===== src/rtl/ssd_scan_decoder.sv =====
// Receive-side 7-segment scan decoder: samples a multiplexed segment bus, debounces each
// strobed pattern, decodes it to BCD and hands complete frames out over valid/ready.
module ssd_scan_decoder #(
   parameter int NUM_DIGITS    = 4,
   parameter int STABLE_CYCLES = 4
) (
   input  logic                    clk,
   input  logic                    rst,
   input  logic [6:0]              seg_in,
   input  logic [NUM_DIGITS-1:0]   dig_sel,
   output logic [4*NUM_DIGITS-1:0] bcd_out,
   output logic                    out_valid,
   input  logic                    out_ready,
   output logic                    pattern_err,
   output logic                    overrun
);

   localparam int CW = $clog2(STABLE_CYCLES + 1);
   localparam logic [CW-1:0] CNT_MAX = CW'(STABLE_CYCLES);
   localparam logic [NUM_DIGITS-1:0] MASK_FULL = '1;

   logic [6:0]              seg_s;
   logic [NUM_DIGITS-1:0]   dig_s;
   logic [CW-1:0]           cnt, cnt_next;
   logic                    same, acc, acc_next;
   logic                    legal, hit, err_set, frame_done;
   logic [3:0]              bcd;
   logic [3:0]              shadow [NUM_DIGITS];
   logic [NUM_DIGITS-1:0]   mask, mask_set;
   logic [4*NUM_DIGITS-1:0] frame;

   // A reload counts as reaching the threshold too, so STABLE_CYCLES=1 accepts every change once.
   always_comb begin
      same = (seg_in == seg_s) && (dig_sel == dig_s);
      if (!same)
         cnt_next = CW'(1);
      else if (cnt == CNT_MAX)
         cnt_next = cnt;
      else
         cnt_next = cnt + CW'(1);
      acc_next = (cnt_next == CNT_MAX) && !(same && (cnt == CNT_MAX));
   end

   always_comb begin
      legal = 1'b1;
      bcd   = 4'd0;
      case (seg_s)
         7'b1111110: bcd = 4'd0;
         7'b0110000: bcd = 4'd1;
         7'b1101101: bcd = 4'd2;
         7'b1111001: bcd = 4'd3;
         7'b0110011: bcd = 4'd4;
         7'b1011011: bcd = 4'd5;
         7'b1011111: bcd = 4'd6;
         7'b1110000: bcd = 4'd7;
         7'b1111111: bcd = 4'd8;
         7'b1111011: bcd = 4'd9;
         default:    legal = 1'b0;
      endcase
   end

   // The accept flag lags the counter by one edge, so the still-registered sample is the stable one.
   always_comb begin
      hit        = acc && $onehot(dig_s);
      err_set    = hit && !legal;
      mask_set   = (hit && legal) ? dig_s : '0;
      frame_done = (mask == MASK_FULL);
      for (int i = 0; i < NUM_DIGITS; i++)
         frame[4*i +: 4] = shadow[i];
   end

   always_ff @(posedge clk) begin
      if (rst) begin
         seg_s       <= '0;
         dig_s       <= '0;
         cnt         <= '0;
         acc         <= 1'b0;
         mask        <= '0;
         bcd_out     <= '0;
         out_valid   <= 1'b0;
         pattern_err <= 1'b0;
         overrun     <= 1'b0;
         for (int i = 0; i < NUM_DIGITS; i++)
            shadow[i] <= 4'd0;
      end else begin
         seg_s <= seg_in;
         dig_s <= dig_sel;
         cnt   <= cnt_next;
         acc   <= acc_next;
         for (int i = 0; i < NUM_DIGITS; i++)
            if (mask_set[i])
               shadow[i] <= bcd;
         // A capture landing on the completion edge starts the next frame.
         mask <= (frame_done ? '0 : mask) | mask_set;
         if (err_set)
            pattern_err <= 1'b1;
         if (frame_done) begin
            if (!out_valid || out_ready) begin
               bcd_out   <= frame;
               out_valid <= 1'b1;
            end else begin
               overrun <= 1'b1;
            end
         end else if (out_valid && out_ready) begin
            out_valid <= 1'b0;
         end
      end
   end

endmodule


===== config.mk =====
export PLATFORM = sky130hd
export DESIGN_NAME = ssd_scan_decoder
export DESIGN_NICKNAME = d
export VERILOG_FILES = /design/src/rtl/ssd_scan_decoder.sv
export SDC_FILE = /design/constraint.sdc
export NUM_CORES = 1
export LEC_CHECK = 0
export ABC_CLOCK_PERIOD_IN_PS = 2300
export CORE_MARGIN = 2
export CORE_UTILIZATION = 36
export DETAILED_ROUTE_END_ITERATION = 10
export HOLD_SLACK_MARGIN = 0.03
export PLACE_DENSITY = 0.61
export REMOVE_ABC_BUFFERS = 1
export SKIP_CTS_REPAIR_TIMING = 1
export SLEW_MARGIN = 20
export SYNTH_ARGS = -nofsm -noshare
export SYNTH_HDL_FRONTEND = slang
export SYNTH_SLANG_ARGS = --single-unit

===== constraint.sdc =====
create_clock -name clk -period 2.3 [get_ports clk]
set_input_delay 0.345 -clock clk [delete_from_list [all_inputs] [get_ports clk]]
set_output_delay 0.345 -clock clk [all_outputs]
set_load 0.02 [all_outputs]

==> results by group, run 1 <==
Global routing
  • Final global-route overflow total: 0
  • Antenna violations before repair: 0
  • First-pass GRT wire length: ~7600 µm
  • Vias in the first global route: between 1500 and 2000
  • Largest net degree at the start of global routing: 18
  • GRT Total Usage: 0.131

Hold path
  • Hold Path Class: flop to flop
  • WHS Path Cells: 2
  • Hold path startpoint: bcd_out[3]

Synth
  • Post-synthesis cell type count: 40
  • Syn Area/Cell: 9.48 µm²
  • Cell area after synthesis: ~2400 µm²
  • Adder-Cell Fraction of Synth Area: 0.0297
  • Seq/Total Area, Yosys: 0.526
  • Yosys reg bits: 54
  • Top-count cell post-synth: nand2_1
  • Synth Area in Simple Gates: 0.258
  • Largest family of logic cells by synthesized area: simple AND/OR/NAND/NOR gates
  • XOR/XNOR share of the synthesized area: 0.0482
  • EDFF count, synth: 16
  • YS warnings: 0
  • Area share of the largest cell type after synthesis: 0.322
  • Post-synth top cells: nand2_1 (45), dfxtp_1 (38), a21oi_1 (28), edfxtp_1 (16), nor2_1 (16)
  • Predominant post-synthesis flop cell: dfxtp_1
  • Mux cell area share after synthesis: 0.00848
  • Post-synth ARST share: 0
  • Post-Syn Instances: ~250
  • Area leader, netlist: dfxtp_1
  • Synth Area in Compound Gates: 0.0906
  • Top cells by area, synth: dfxtp_1 (32%), edfxtp_1 (20%), nand2_1 (7.2%)

Finish
  • Layout Utilization: 0.491
  • Ant. Diodes: 0
  • Register area: between 1000 and 1500 µm²
  • Share of cells above drive strength 1: 0.198
  • # fillers: a little over 600
  • Area Overhead vs Synth: 32.0%
  • Final #Nets: about 310
  • Footprint of the multi-input gates: approximately 1200 µm²

Worst setup path
  • Crit Path Category: flop to flop
  • Worst r2r path cells: 10
  • Critical path startpoint: dig_s[3]
  • CP Launch Type: flop
  • CP Capture Type: flop
  • Critical R2R Launch: dig_s[3]
  • Crit path arrival time: between 2 and 2.5 ns
  • Critical Path RT: 2.34 ns
  • Critical path peak fanout: 4

STA
  • Least-Margin Pin Slew: about 0.64 ns
  • Hold_ws: around 0.46 ns
  • Final Max Tran Viols: 0
  • Fin worst setup slack: -0.0628 ns
  • Rel. slew slack: 0.570
  • Max Fclk: ~420 MHz
  • RSZ-0062 raised after global routing: yes
  • Final min period: about 2.4 ns
  • Setup Skew: 0.00571 ns
  • Fin crit share: 1.03
  • Finish-stage setup viols: 21
  • Final hold vios: 0

Clock network
  • Cell at the root of the clock tree: clkbuf_8
  • Maximum root-to-sink buffer count: 2
  • Register clock-pin slew on the reported worst setup and hold paths: 0.10 ns
  • Inserted Clock Buffers: 5
  • H-tree lvl count: 2
  • CTS tree: done
  • Worst-Skew Late Latency: around 0.31 ns
  • Clock Sink Count: 54

Drt
  • Mean routed wirelength per cell: between 10 and 15 µm
  • Drt drc: 0
  • DRT Pass-1 Iters: 4
  • WL final: between 4000 and 5000 µm
  • DR vias: 1860
  • Vias per cell: 5.03
  • Initial DRC Count: 83
  • Post-route ant nets: 0

Place
  • Gp weighted congestion: roughly 0.87
  • IO Port Bufs: 32
  • Post-placement worst setup slack: -0.268 ns
  • HPWL Detailed: around 3500 µm

Die
  • Die footprint: approximately 7200 µm²
  • I/O Pins: 33
  • Starting density of the core: 0.372
  • Num rows: 29
  • Core area: 6350 µm²
  • Die height: approximately 85 µm
  • Die X: between 80 and 90 µm

Pwr
  • Pwr Total: ~1.8 mW
  • Peak supply drop: approximately 0.45 mV
  • LEAKAGE: 1.02 nW
  • Power Dens Cells: just under 600 nW/µm²

Outcome
  • Status: finished, violations left
  • Failing checks: setup timing

Flow run
  • Max_cap viols: 0
==> where the power goes <==
group / total (mW) / leakage [nW] / internal, mW / switching, mW
clock: 0.642 / 0.0542 / 0.321 / 0.322
sequential: 1.02 / 0.468 / 0.997 / 0.0233
combinational: 0.139 / 0.500 / 0.0773 / 0.0618
total: 1.80 / 1.02 / 1.40 / 0.407
==> routing by layer <==
| metal | share of wire | GRT usage |
|---|---|---|
| met1 | 0.46 | 0.165 |
| met2 | 0.49 | 0.217 |
| met3 | 0.042 | 0.0302 |
| met4 | 0.015 | 0.0505 |
| met5 | 0 | 0 |
==> critical path, cell delays in order (launching register included) <==
cell      delay (ns)
dfxtp_2         0.34
inv_2           0.04
fa_1            0.54
inv_2           0.05
ha_4            0.15
ha_4            0.20
and4bb_2        0.31
buf_6           0.13
a21oi_2         0.05
a21oi_1         0.12
buf_4           0.15
==> sequential cells by signal, indices dropped and copies added (netlist names) <==
name / count
bcd_out: 16
shadow: 16
seg_s: 7
dig_s: 4
mask: 4
cnt: 3
acc: 1
out_valid: 1
overrun: 1
pattern_err: 1
==> final timing paths <==
| check | end | slack (ns) |
|---|---|---|
| min | bcd_out[3] | 0.46 |
| max | shadow[0][3] | -0.06 |
| min reg2reg | bcd_out[3] | 0.46 |
| max reg2reg | shadow[0][3] | -0.06 |
==> metrics by stage <==
stage	area, µm²	std cells	setup TNS (ns)
6_report	3120	370	-0.903
3_3_place_gp	2850	363	-3.95
5_1_grt	3120	370	-2.91
2_1_floorplan	2300	236	-2.95
3_5_place_dp	2850	363	-5.53
4_1_cts	2960	370	-6.01
==> cell families after synthesis <==
group	after synthesis
AO/OA/AOI/OAI	38
flip-flops	54
buffers and inverters	21
multiplexers	2
AND/OR/NAND/NOR	116
adder cells (fa/ha/maj)	5
XOR/XNOR	13
==> area by class of cell <==
cell class / instances / area share
clock buffer: 5 / 0.0221
clock inverter: 2 / 0.0124
inverter: 8 / 0.00963
multi-input combinational: 174 / 0.374
sequential: 54 / 0.399
tap: 77 / 0.0309
timing repair buffer: 50 / 0.152
==> cells in the final DEF (no fill, tap or decap), drive strengths merged, types with 5 or more instances in the layout <==
master         instances
dfxtp                 38
edfxtp                16
a21oi                 28
buf                   18
nand2                 45
clkdlybuf4s50         32
inv                    8
nor2b                 15
nand3                  7
xnor2                 13
clkbuf                 5
nor2                  16
(Power assumes the default switching activity.)
==> run 2: changes to the inputs <==
PLACE_DENSITY = 0.64   (was 0.61)
==> results by group, run 2 (synthesized netlist as in run 1, its figures left out) <==
Worst setup path
  • Crit path arrival time: around 2.6 ns
  • Bufs and invs on worst path: 3
  • Worst r2r dst: shadow[1][1]
  • Worst path depth: 10
  • Critical path peak fanout: 5
  • CP Launch Type: flop
  • Crit Path Category: flop to flop
  • Worst R2R Setup Slack: -0.10 ns
  • Worst stage delay on the critical path: about 0.52 ns
  • Worst r2r path cells: 10
  • Largest delay contributor family on the critical path: adder cells
  • CP Capture Type: flop
  • Worst Setup EP: shadow[1][1]
  • Critical path startpoint: dig_s[3]
  • Cell Chain, Critical Path: inv_2, fa_1, inv_1, ha_2, ha_4, and4bb_2, nor2b_1, buf_4, nand2_2, nor3b_2
  • Critical Path RT: around 2.5 ns
  • Critical R2R Launch: dig_s[3]
  • Slowest CP cell: fa_1

Global routing
  • GRT Total Usage: 0.124
  • Vias in the first global route: roughly 1600
  • Antenna violations before repair: 0
  • Final global-route overflow total: 0
  • Met2 Use GR: 0.212
  • Met3 Use GR: 0.0340
  • Global routing's busiest layer: met2
  • First-pass GRT wire length: 7370 µm
  • Largest net degree at the start of global routing: 18
  • Grt met1 use: 0.157

Drt
  • Mean routed wirelength per cell: ~12 µm
  • DR vias: approximately 1800
  • Post-route ant nets: 0
  • DRT Pass-1 Iters: 4
  • WL final: approximately 4300 µm
  • Drt drc: 0
  • Vias per cell: 4.77
  • Initial DRC Count: 74

Finish
  • Commonest non-fill, non-tap cell in the layout: nand2_1
  • Ant. Diodes: 0
  • Share of cells above drive strength 1: 0.166
  • Most frequent cells in the layout: nand2_1 (41), dfxtp_1 (35), clkdlybuf4s50_1 (32)
  • Post-route design area: between 3000 and 4000 µm²
  • Area Overhead vs Synth: 28.4%
  • Final #Nets: about 310
  • Largest registers: bcd_out: 16 flops, shadow: 16 flops, seg_s: 7 flops

Clock network
  • Inserted Clock Buffers: 5
  • Cell at the root of the clock tree: clkbuf_8
  • Register clock-pin slew on the reported worst setup and hold paths: 0.10 ns
  • CTS tree: done
  • H-tree lvl count: 2
  • Maximum root-to-sink buffer count: 2
  • Worst-Skew Late Latency: about 0.30 ns
  • Clock Sink Count: 54

STA
  • Final min period: ~2.4 ns
  • Rel. slew slack: 0.584
  • Least-Margin Pin Slew: roughly 0.62 ns
  • Final Max Tran Viols: 0
  • RSZ-0062 raised after global routing: yes
  • Max Fclk: between 400 and 500 MHz
  • Fin crit share: 1.04
  • Setup Skew: 0.00518 ns
  • Final hold vios: 0
  • Finish-stage setup viols: 33
  • Fin worst setup slack: -0.103 ns

Die
  • I/O Pins: 33
  • Die footprint: 7220 µm²
  • Die height: 85.0 µm
  • Core area: 6350 µm²
  • Num rows: 29
  • Starting density of the core: 0.372
  • Die X: roughly 85 µm

Pwr
  • Power Dens Cells: about 590 nW/µm²
  • Peak supply drop: approximately 0.35 mV
  • LEAKAGE: 1.04 nW

Outcome
  • Failing checks: setup timing
  • Status: finished, violations left

Place
  • Post-placement worst setup slack: -0.147 ns
  • HPWL Detailed: between 3000 and 4000 µm
  • Gp weighted congestion: between 0.8 and 0.9
  • IO Port Bufs: 32
  • Placed Area: around 2800 µm²

Flow run
  • Max_cap viols: 0

Hold path
  • Hold Path Class: flop to flop
==> run 2: cell types whose count changed in the layout (fill, tap and decap cells not counted), sizes merged <==
cell | before | now
buf | 18 | 14
inv | 8 | 9
==> run 2: routing by layer <==
metal | vias to the layer above | part of all wire
met5 | - | 0
met3 | 2 | 0.035
met1 | 794 | 0.48
li1 | 923 | -
met4 | 0 | 0.0030
met2 | 31 | 0.48
==> run 2: worst min-delay path by stage <==
stage,from,end,slack [ns],cells after the start
floorplan,rst,bcd_out[0],0.41,1
global placement,bcd_out[0],bcd_out[0],0.44,2
detailed placement,bcd_out[10],bcd_out[10],0.45,2
CTS,bcd_out[10],bcd_out[10],0.46,2
global route,bcd_out[15],bcd_out[15],0.48,2
finish,bcd_out[10],bcd_out[10],0.46,2
==> run 2: layout make-up <==
class	instances	area, µm²
Multi-Input combinational cell	174	1120
Sequential cell	54	1240
Fill cell	621	3320
Timing Repair Buffer	46	429
Tap cell	77	96.3
Clock inverter	3	43.8
Inverter	8	30.0
Clock buffer	5	68.8
==> run 2: worst min-delay path: stages, from the launching register on <==
cell and delay, ns:
dfxtp_1 0.32, nand2_1 0.05, a21oi_1 0.05
==> run 2: power by group <==
part	internal [mW]	switching [mW]	leakage [nW]
combinational	0.0713	0.0532	0.513
sequential	0.997	0.0219	0.468
clock	0.327	0.305	0.0585
==> run 2: through the flow <==
step | setup TNS [ns] | hold slack, ns | util | power, mW | instances
after global placement | -1.61 | 0.444 | 0.444 | 1.16 | 359
after global routing | -4.38 | 0.479 | 0.477 | 1.86 | 367
final | -1.64 | 0.457 | 0.477 | 1.78 | 367
after floorplan | -2.95 | 0.414 | - | 1.10 | 236
after CTS | -3.23 | 0.460 | 0.462 | 1.80 | 367
after detailed placement | -3.07 | 0.446 | 0.444 | 1.16 | 359
